### src/rtl/imem_loader_pkg.sv
// imem_loader_pkg: shared types and constants for the instruction memory boot loader.
//   state_t        - loader FSM state encoding
//   HDR_BYTES      - length of the word-count header in bytes
//   BYTES_PER_WORD - bytes assembled into one instruction word
package imem_loader_pkg;

   typedef enum logic [2:0] {
      IDLE,
      HDR0,
      HDR1,
      LOAD,
      CKSUM,
      DONE,
      ERR
   } state_t;

   localparam int HDR_BYTES      = 2;
   localparam int BYTES_PER_WORD = 4;

endpackage

### src/rtl/imem_loader_byte_packer.sv
// imem_loader_byte_packer: assembles accepted bytes into little-endian 32-bit words.
// Ports:
//   clk, reset        - system clock, synchronous active-high reset
//   clear             - discards any partially assembled word
//   byte_valid        - a byte is accepted this cycle
//   byte_data [7:0]   - accepted byte
//   byte_idx  [1:0]   - lane the next accepted byte lands in
//   word      [31:0]  - last completed word (held until the next completes)
//   word_valid        - one-cycle strobe, the cycle after the 4th byte
module imem_loader_byte_packer
   import imem_loader_pkg::*;
(
   input  logic        clk,
   input  logic        reset,
   input  logic        clear,
   input  logic        byte_valid,
   input  logic [7:0]  byte_data,
   output logic [1:0]  byte_idx,
   output logic [31:0] word,
   output logic        word_valid
);

   localparam logic [1:0] LAST_LANE = 2'(BYTES_PER_WORD - 1);

   // Lanes 0..2 only; the top lane goes straight into the output word.
   logic [23:0] lanes;

   always_ff @(posedge clk) begin
      if (reset) begin
         byte_idx   <= '0;
         lanes      <= '0;
         word       <= '0;
         word_valid <= 1'b0;
      end else begin
         word_valid <= 1'b0;
         if (clear) begin
            byte_idx <= '0;
            lanes    <= '0;
         end else if (byte_valid) begin
            if (byte_idx == LAST_LANE) begin
               word       <= {byte_data, lanes};
               word_valid <= 1'b1;
               byte_idx   <= '0;
            end else begin
               case (byte_idx)
                  2'd0:    lanes[7:0]   <= byte_data;
                  2'd1:    lanes[15:8]  <= byte_data;
                  default: lanes[23:16] <= byte_data;
               endcase
               byte_idx <= byte_idx + 2'd1;
            end
         end
      end
   end

endmodule

### src/rtl/imem_loader.sv
// imem_loader: boot-stage loader. Receives a byte stream (16-bit LE word count N,
// then N little-endian 32-bit words), writes the words into imem from address 0
// and holds the core in reset until the image is complete.
// Ports:
//   clk, reset                 - system clock, synchronous active-high reset
//   in_valid, in_data, in_ready - byte stream handshake
//   reload                     - one-cycle pulse, restarts loading from DONE/ERR
//   imem_we, imem_addr, imem_wdata - instruction memory write port
//   cpu_reset                  - core reset, low only in DONE
//   load_done, load_err        - status flags
// Build option: define IMEM_LOADER_CHECKSUM_EN to require a trailing XOR checksum byte.
//
// state | meaning
// IDLE  | post-reset, no bytes accepted
// HDR0  | waiting for count[7:0]
// HDR1  | waiting for count[15:8], range check
// LOAD  | streaming payload bytes into imem
// CKSUM | waiting for XOR checksum byte (checksum build only)
// DONE  | image loaded, core released
// ERR   | bad count or checksum, core held in reset
module imem_loader
   import imem_loader_pkg::*;
#(
   parameter int IMEM_DEPTH = 256,
   parameter int ADDR_W     = $clog2(IMEM_DEPTH)
) (
   input  logic              clk,
   input  logic              reset,
   input  logic              in_valid,
   input  logic [7:0]        in_data,
   output logic              in_ready,
   input  logic              reload,
   output logic              imem_we,
   output logic [ADDR_W-1:0] imem_addr,
   output logic [31:0]       imem_wdata,
   output logic              cpu_reset,
   output logic              load_done,
   output logic              load_err
);

   localparam logic [16:0] DEPTH_LIM = 17'(IMEM_DEPTH);
   localparam logic [1:0]  LAST_LANE = 2'(BYTES_PER_WORD - 1);

   state_t            state;
   logic [7:0]        count_lo;
   logic [ADDR_W-1:0] last_word;
   logic [ADDR_W:0]   word_cnt;
   logic [1:0]        byte_idx;
   logic              in_fire;
   logic [15:0]       hdr;
   logic              last_byte;
   logic              last_write;
`ifdef IMEM_LOADER_CHECKSUM_EN
   logic [7:0]        xsum;
`endif

   assign in_fire    = in_valid && in_ready;
   assign hdr        = {in_data, count_lo};
   assign imem_addr  = word_cnt[ADDR_W-1:0];
   assign last_byte  = (byte_idx == LAST_LANE) && (word_cnt == {1'b0, last_word});
   assign last_write = imem_we && (word_cnt == {1'b0, last_word});

   imem_loader_byte_packer u_packer (
      .clk        (clk),
      .reset      (reset),
      .clear      (state != LOAD),
      .byte_valid (in_fire && (state == LOAD)),
      .byte_data  (in_data),
      .byte_idx   (byte_idx),
      .word       (imem_wdata),
      .word_valid (imem_we)
   );

   always_ff @(posedge clk) begin
      if (reset) begin
         state     <= IDLE;
         in_ready  <= 1'b0;
         cpu_reset <= 1'b1;
         load_done <= 1'b0;
         load_err  <= 1'b0;
         word_cnt  <= '0;
         count_lo  <= '0;
         last_word <= '0;
`ifdef IMEM_LOADER_CHECKSUM_EN
         xsum      <= '0;
`endif
      end else begin
         if (imem_we) word_cnt <= word_cnt + 1'b1;
`ifdef IMEM_LOADER_CHECKSUM_EN
         if (in_fire && (state == HDR0 || state == HDR1 || state == LOAD))
            xsum <= xsum ^ in_data;
`endif
         case (state)
            IDLE: begin
               state    <= HDR0;
               in_ready <= 1'b1;
`ifdef IMEM_LOADER_CHECKSUM_EN
               xsum     <= '0;
`endif
            end
            HDR0: if (in_fire) begin
               count_lo <= in_data;
               state    <= HDR1;
            end
            HDR1: if (in_fire) begin
               if (hdr == 16'd0) begin
`ifdef IMEM_LOADER_CHECKSUM_EN
                  state     <= CKSUM;
`else
                  state     <= DONE;
                  in_ready  <= 1'b0;
                  cpu_reset <= 1'b0;
                  load_done <= 1'b1;
`endif
               end else if ({1'b0, hdr} > DEPTH_LIM) begin
                  state    <= ERR;
                  in_ready <= 1'b0;
                  load_err <= 1'b1;
               end else begin
                  state     <= LOAD;
                  word_cnt  <= '0;
                  last_word <= ADDR_W'(hdr - 16'd1);
               end
            end
            LOAD: begin
               // Stop accepting once the final payload byte is in, so no byte
               // is swallowed during the last write cycle.
               if (in_fire && last_byte) in_ready <= 1'b0;
               if (last_write) begin
`ifdef IMEM_LOADER_CHECKSUM_EN
                  state     <= CKSUM;
                  in_ready  <= 1'b1;
`else
                  state     <= DONE;
                  cpu_reset <= 1'b0;
                  load_done <= 1'b1;
`endif
               end
            end
`ifdef IMEM_LOADER_CHECKSUM_EN
            CKSUM: if (in_fire) begin
               in_ready <= 1'b0;
               if (in_data == xsum) begin
                  state     <= DONE;
                  cpu_reset <= 1'b0;
                  load_done <= 1'b1;
               end else begin
                  state    <= ERR;
                  load_err <= 1'b1;
               end
            end
`endif
            DONE, ERR: if (reload) begin
               state     <= HDR0;
               in_ready  <= 1'b1;
               cpu_reset <= 1'b1;
               load_done <= 1'b0;
               load_err  <= 1'b0;
               word_cnt  <= '0;
`ifdef IMEM_LOADER_CHECKSUM_EN
               xsum      <= '0;
`endif
            end
            default: begin
               state    <= IDLE;
               in_ready <= 1'b0;
            end
         endcase
      end
   end

endmodule
### config.mk
export PLATFORM = sky130hd
export DESIGN_NAME = imem_loader
export DESIGN_NICKNAME = d
export VERILOG_FILES = /design/src/rtl/imem_loader_pkg.sv /design/src/rtl/imem_loader_byte_packer.sv /design/src/rtl/imem_loader.sv
export SDC_FILE = /design/constraint.sdc
export NUM_CORES = 1
export LEC_CHECK = 0
export ABC_CLOCK_PERIOD_IN_PS = 6600
export CAP_MARGIN = 0
export CORE_MARGIN = 8
export CORE_UTILIZATION = 40
export DETAILED_ROUTE_END_ITERATION = 10
export GPL_TIMING_DRIVEN = 0
export PLACE_DENSITY_LB_ADDON = 0.05
export SYNTH_ARGS = -nofsm -noshare
export SYNTH_HDL_FRONTEND = slang
export SYNTH_HIERARCHICAL = 1
export SYNTH_SLANG_ARGS = --single-unit
### constraint.sdc
create_clock -name clk -period 6.6 [get_ports clk]
set_input_delay 0.99 -clock clk [delete_from_list [all_inputs] [get_ports clk]]
set_output_delay 0.99 -clock clk [all_outputs]
set_load 0.02 [all_outputs]
# Word-level counts from Yosys, hierarchy flattened
# Index checks and enable logic that the tools add are counted.
[word_totals]
mem_bits_rw = 0
romBits = 0
regBits = 91
wordCells = 101
latch_bits = 0
output_inout_bits = 45
input_bits = 12
mem_count = 0
[op_classes]
shifts = 0
muxes = 34
div_mod_pow = 0
mul = 0
n_lt_le_gt_ge = 1
addsub = 3
eq_ne = 18
bitwise_logic = 7
reduce_logical = 24
[op_table]
columns = ["cell", "count"]
rows = [
  ["$mux W9", 5],
  ["$mux W3", 6],
  ["$pmux W9 S2", 1],
  ["$gt A16 B9 Y1 const B", 1],
  ["$logic_not A16 Y1", 1],
  ["$mux W1", 16],
  ["$pmux W3 S5", 1],
  ["$reduce_and A5 Y1", 3],
  ["$ne A2 B2 Y1 const B", 7],
  ["$reduce_and A3 Y1", 4],
  ["$add A9 B1 Y9 const B", 1],
  ["$eq A9 B8 Y1", 1],
  ["$reduce_and A4 Y1", 2],
  ["$sub A8 B1 Y8 const B", 1],
  ["$not A1 Y1", 7],
  ["$eq A3 B2 Y1 const B", 2],
  ["$eq A3 B3 Y1 const B", 2],
  ["$pmux W1 S3", 2],
  ["$reduce_or A2 Y1", 3],
  ["$logic_and A1 B1 Y1", 5],
  ["$pmux W1 S5", 1],
  ["$eq A3 B1 Y1 const B", 1],
  ["$logic_not A3 Y1", 1],
  ["$ne A3 B2 Y1 const B", 1],
  ["12 further kinds", 12],
]

# Longest topological paths before layout
# Gate-level depths: netlist of the first run.
[logic_depth]
word_depth = 6
ltp_mapped = 9

# By module
# The synthesis of the first run kept the hierarchy.
[modules_own_cells]
columns = ["module", "seq_area_each_um2", "instances", "area_each_um2", "cells_each"]
rows = [
  ["imem_loader_byte_packer", 1181.1, 1, 2737.6, 258],
  ["imem_loader", 640.6, 1, 1725.4, 195],
]

# Worst setup path after synthesis of the first run
# No wires, ideal clock.
[synth_path]
path_type = "input -> register"
start = "input in_data[4]"
end = "register last_word[6]"
slack_ps = 4035
setup_ps = 80
t_arrival_ps = 2485
required_ps = 6520
path_stages = 7
path_cell_list = "or4_1 -> nor4_4 -> nand4_4 -> nor2_4 -> buf_6 -> nor2_1 -> a211oi_2"
[synth_between]
elab_chain_len = 3
word_cells_on_any_way = 5
classes_between = "order compare: 1; bitwise: 2; reduce/logical: 2"
[synth_rtl]
columns = ["item", "line", "source"]
rows = [
  ["from (decl)", "imem_loader.sv:30", "input logic [7:0] in_data,"],
  ["$gt A16 B9 Y1 / $logic_not A16 Y1 (equally long branches)", "imem_loader.sv:115, imem_loader.sv:106", ""],
  ["$not A1 Y1 (no line)", "-", ""],
  ["$reduce_and A4 Y1 (no line) *", "-", ""],
  ["to (signal assigned)", "imem_loader.sv:122", "last_word <= ADDR_W'(hdr - 16'd1);"],
  ["to (decl)", "imem_loader.sv:46", "logic [ADDR_W-1:0] last_word;"],
]
# Every way passes the cells marked *; elsewhere a longest branch is shown, timed or not.
# A chain may end at the register's enable or synchronous reset.

# Worst setup path after layout of the first run
# Same ends and word-level chain as after synthesis.

==> results of run 1 <==
## tightest hold or removal path: stages (launching register included)
cell	delay, ns
dfxtp_1	0.32
nand2b_1	0.06
mux2i_1	0.06
## per-layer routing
metal	vias to the layer above	GRT usage, %	share of wire [%]
li1	1677	-	-
met4	0	5.24	1.4
met2	44	23.3	47
met5	-	0	0
met1	1518	17.4	47
met3	11	3.89	4.3
## cell families (layout without fill, tap and decap cells)
family,count (synthesis),in the layout,share of synthesized area (%)
AOI/OAI and AO/OA,47,47,8.02
xor gates and xnor gates,20,20,3.92
adders and majority gates,6,6,1.68
buffers and inverters,44,116,6.56
DFF,91,91,40.8
muxes,60,60,13.5
and+or+nand+nor,185,185,25.5
## cell usage after synthesis, types with 2 or more instances
master,count
or4_1,2
a211oi_1,2
buf_12,3
and3b_1,3
nand2_1,13
a211oi_2,3
nand3_1,12
nor3_1,4
mux2i_1,60
a21oi_1,18
xor2_1,12
buf_4,8
or3_1,2
a311oi_2,2
buf_2,9
inv_1,6
clkbuf_1,12
nor2_1,37
xnor2_1,8
nor4_1,2
or3b_1,24
nand2b_1,68
nand4_1,5
buf_6,5
o21ai_0,4
dfxtp_1,91
ha_1,6
and3_1,2
o21a_1,2
a21bo_2,8
## power by group through the flow
stage / Sequential [mW] / Clock, mW / Combinational (mW)
finish: 0.583 / 0.426 / 0.232
floorplan: 0.601 / 0 / 0.160
global placement: 0.595 / 0 / 0.231
CTS: 0.582 / 0.443 / 0.233
global route: 0.585 / 0.466 / 0.257
detailed placement: 0.595 / 0 / 0.231
## per-stage QoR
step                      instance area [µm²]  std cells  hold WS [ns]
after global placement                   5200        649         0.452
after global routing                     5420        665         0.493
after CTS                                5420        665         0.472
final                                    5420        665         0.471
after floorplan                          4460        453         0.446
after detailed placement                 5200        649         0.458
## flip-flops by register name, indices dropped and copies added (netlist names)
name and flops:
u_packer/word_valid 1, u_packer/lanes 24, in_ready 1, state 3, cpu_reset 1, u_packer/byte_idx 2
last_word 8, word_cnt 9, count_lo 8, load_err 1, load_done 1, u_packer/word 32
## layout by cell type (no fill, tap or decap), drive strengths merged, types with 2 or more instances in the layout
cell / Yosys / layout
clkinv: 0 / 2
or4: 2 / 2
buf: 26 / 26
nor3: 5 / 5
inv: 6 / 7
nand3: 12 / 12
xnor2: 8 / 8
or3: 3 / 3
ha: 6 / 6
or3b: 25 / 25
and3: 2 / 2
nor2: 38 / 38
nand2b: 68 / 68
clkdlybuf4s50: 0 / 56
dfxtp: 91 / 91
mux2i: 60 / 60
clkinvlp: 0 / 2
a311oi: 2 / 2
a211oi: 5 / 5
nand4: 6 / 6
bufinv: 0 / 2
clkbuf: 12 / 21
and3b: 3 / 3
nand2: 13 / 13
nor4: 3 / 3
a21bo: 8 / 8
xor2: 12 / 12
o21ai: 6 / 6
o21a: 2 / 2
a21oi: 18 / 18
## final cells by class
| class | count | area (µm²) |
|---|---|---|
| Fill cell | 1059 | 5460 |
| Tap cell | 140 | 175 |
| Inverter | 6 | 22.5 |
| Timing Repair Buffer | 56 | 561 |
| Sequential cell | 91 | 1820 |
| Multi-Input combinational cell | 318 | 2350 |
| Clock buffer | 9 | 124 |
| Buffer | 38 | 270 |
| Clock inverter | 7 | 101 |
## worst min path at each step
stage / startpoint / to / slack, ns / cells past startpoint
floorplan: u_packer/lanes[5] / u_packer/word[5] / 0.45 / 2
global placement: load_done / load_done / 0.45 / 1
detailed placement: load_done / load_done / 0.46 / 1
CTS: u_packer/lanes[18] / u_packer/word[18] / 0.47 / 2
global route: u_packer/lanes[20] / u_packer/word[20] / 0.49 / 2
finish: u_packer/lanes[20] / u_packer/word[20] / 0.47 / 2
==> flow_metrics.py, run 1 <==
metrics = {
    "power_and_ir_drop": {
        "pwr-share-clk_pct": 34.3,
        "power.total_mw": 1.24,
        "p_leak_nw": 1.90,
        "comb_power_share_pct": 18.7,
        "peakVddDrop_v": 0.000126,
        "swShare_pct": 29.2,
        "pwr-share-seq_pct": 46.9,
        "pwr_density_cell_nw_per_um2": 229,
        "internal_power_mw": 0.879,
        "switching_power_mw": 0.362,
    },
    "critical_path": {
        "endpoint_kind": "flip-flop",
        "cp_slowest_stage_delay_ns": 0.63,
        "cp_num_buf_inv": 2,
        "crit_path_max_fanout": 10,
        "worstSetupStartpointType": "primary input",
        "crit_family": "simple AND/OR/NAND/NOR gates",
        "setup.worst_path.end": "last_word[6]",
        "worstPathRequired_ns": 6.89,
        "r2r_start": "word_cnt[1]",
        "crit_chain": "clkdlybuf4s50_1 -> or4_1 -> nor4_4 -> nand4_4 -> nor2_4 -> buf_6 -> nor2_1 -> a211oi_2",
        "cp-startpoint": "in_data[4]",
        "r2r_cells": 6,
        "reg2reg_slack_ns": 4.32,
        "crit_type": "primary input to flip-flop",
        "crit_slowest_cell": "or4_1",
        "path_depth": 8,
        "arrival_ns": 3.26,
        "rr_endpoint": "cpu_reset",
    },
    "logic_synthesis": {
        "async_reset_ff_share_pct": 0,
        "synth.avg_cell_area_um2": 9.85,
        "seq_area_frac_synth_pct": 40.8,
        "synth_cells": 453,
        "synth_ff_type": "dfxtp_1",
        "synth_top_area_share_pct": 40.8,
        "ys_ff_latch": 91,
        "synth_area_leader_cell": "dfxtp_1",
        "ys_warn_count": 6,
        "netlist_area_um2": 4460,
        "synth_area_leaders": "dfxtp_1 41%, mux2i_1 13%, nand2b_1 9.5%",
        "synth_cell_types": 50,
        "synth_nets": 471,
        "synth_edf_count": 0,
    },
    "place": {
        "gp_congestion": 0.833,
        "numPortBuffers": 56,
        "dp_hpwl_um": 7400,
        "place_ws_ns": 3.25,
    },
    "timing": {
        "slew_violations": 0,
        "worstMarginPinSlew_ns": 0.853,
        "tns_ns": 0,
        "fin_crit_sh_pct": 45.0,
        "finalSetupViolCount": 0,
        "clock.fmax_ghz": 0.337,
        "rsz0062_at_grt": "false",
        "slew_headroom_pct": 42.8,
        "post-route-min-period_ns": 2.97,
        "fin_skew_ns": 0.0103,
        "fin_ws_ns": 3.63,
        "hold_viol": 0,
    },
    "clock_network": {
        "root_buffer": "clkbuf_8",
        "cts_buffer_depth": 2,
        "insertion_delay_ns": 0.37,
        "post_cts_resized": 0,
        "post-cts-setup-buffer-count": 0,
        "cts_buffers": 9,
        "clkSlewWorstSetupHoldPaths_ns": 0.09,
        "clock_sinks": 91,
        "cts_tree": "built",
        "htreeDepth": 3,
        "cts-hold-fix-buffers": 0,
    },
    "global_routing": {
        "grt_max_degree": 17,
        "grt_antenna_before_repair": 0,
        "grt_first_pass_wirelength_um": 16800,
        "grt_util_all_layers_pct": 14.2,
        "overflow": 0,
        "grt_pass1_vias": 3314,
    },
    "die": {
        "num_rows": 38,
        "die_w_um": 122,
        "coreArea_um2": 10900,
        "die_area_um2": 14800,
        "die-height_um": 122,
        "ios": 57,
        "start_util_pct": 41.0,
    },
    "drt": {
        "vias": 3250,
        "post-route-drc-count": 0,
        "drt_pass1_iterations": 4,
        "antenna_left": 0,
        "drt-total-wl_um": 9970,
        "drt_iter0_drc": 105,
        "wl_per_cell_um": 15.0,
        "viasPerCell": 4.89,
    },
    "cells_and_area": {
        "drive_gt1_share_pct": 12.0,
        "final_nets": 538,
        "n_antenna_cell": 0,
        "final_util_pct": 49.8,
        "syn_to_final_growth_pct": 21.5,
    },
    "run": {
        "maxCapViolations": 0,
    },
    "run_status": {
        "outcome": "finished, final reports clean",
    },
    "worst_hold_path": {
        "min_path_type": "flip-flop to flip-flop",
    },
}
Note: power is estimated with default switching activity, not from simulation.
==> run 2: changes to the inputs <==
ABC_CLOCK_PERIOD_IN_PS = 2760   (was 6600)
clock period = 2.76 ns   (was 6.6 ns; I/O delays follow)
==> results of run 2 <==
The final DEF is identical to that of run 1. Status: finished, final reports clean.
Among the figures that moved: setup slack after placement 3.25 ns -> -0.0177 ns; setup slack after layout 3.63 ns -> 0.366 ns; register-to-register setup slack 4.32 ns -> 0.48 ns; total power 1.24 mW -> 2.97 mW; worst IR drop on VDD 0.000126 V -> 0.000302 V
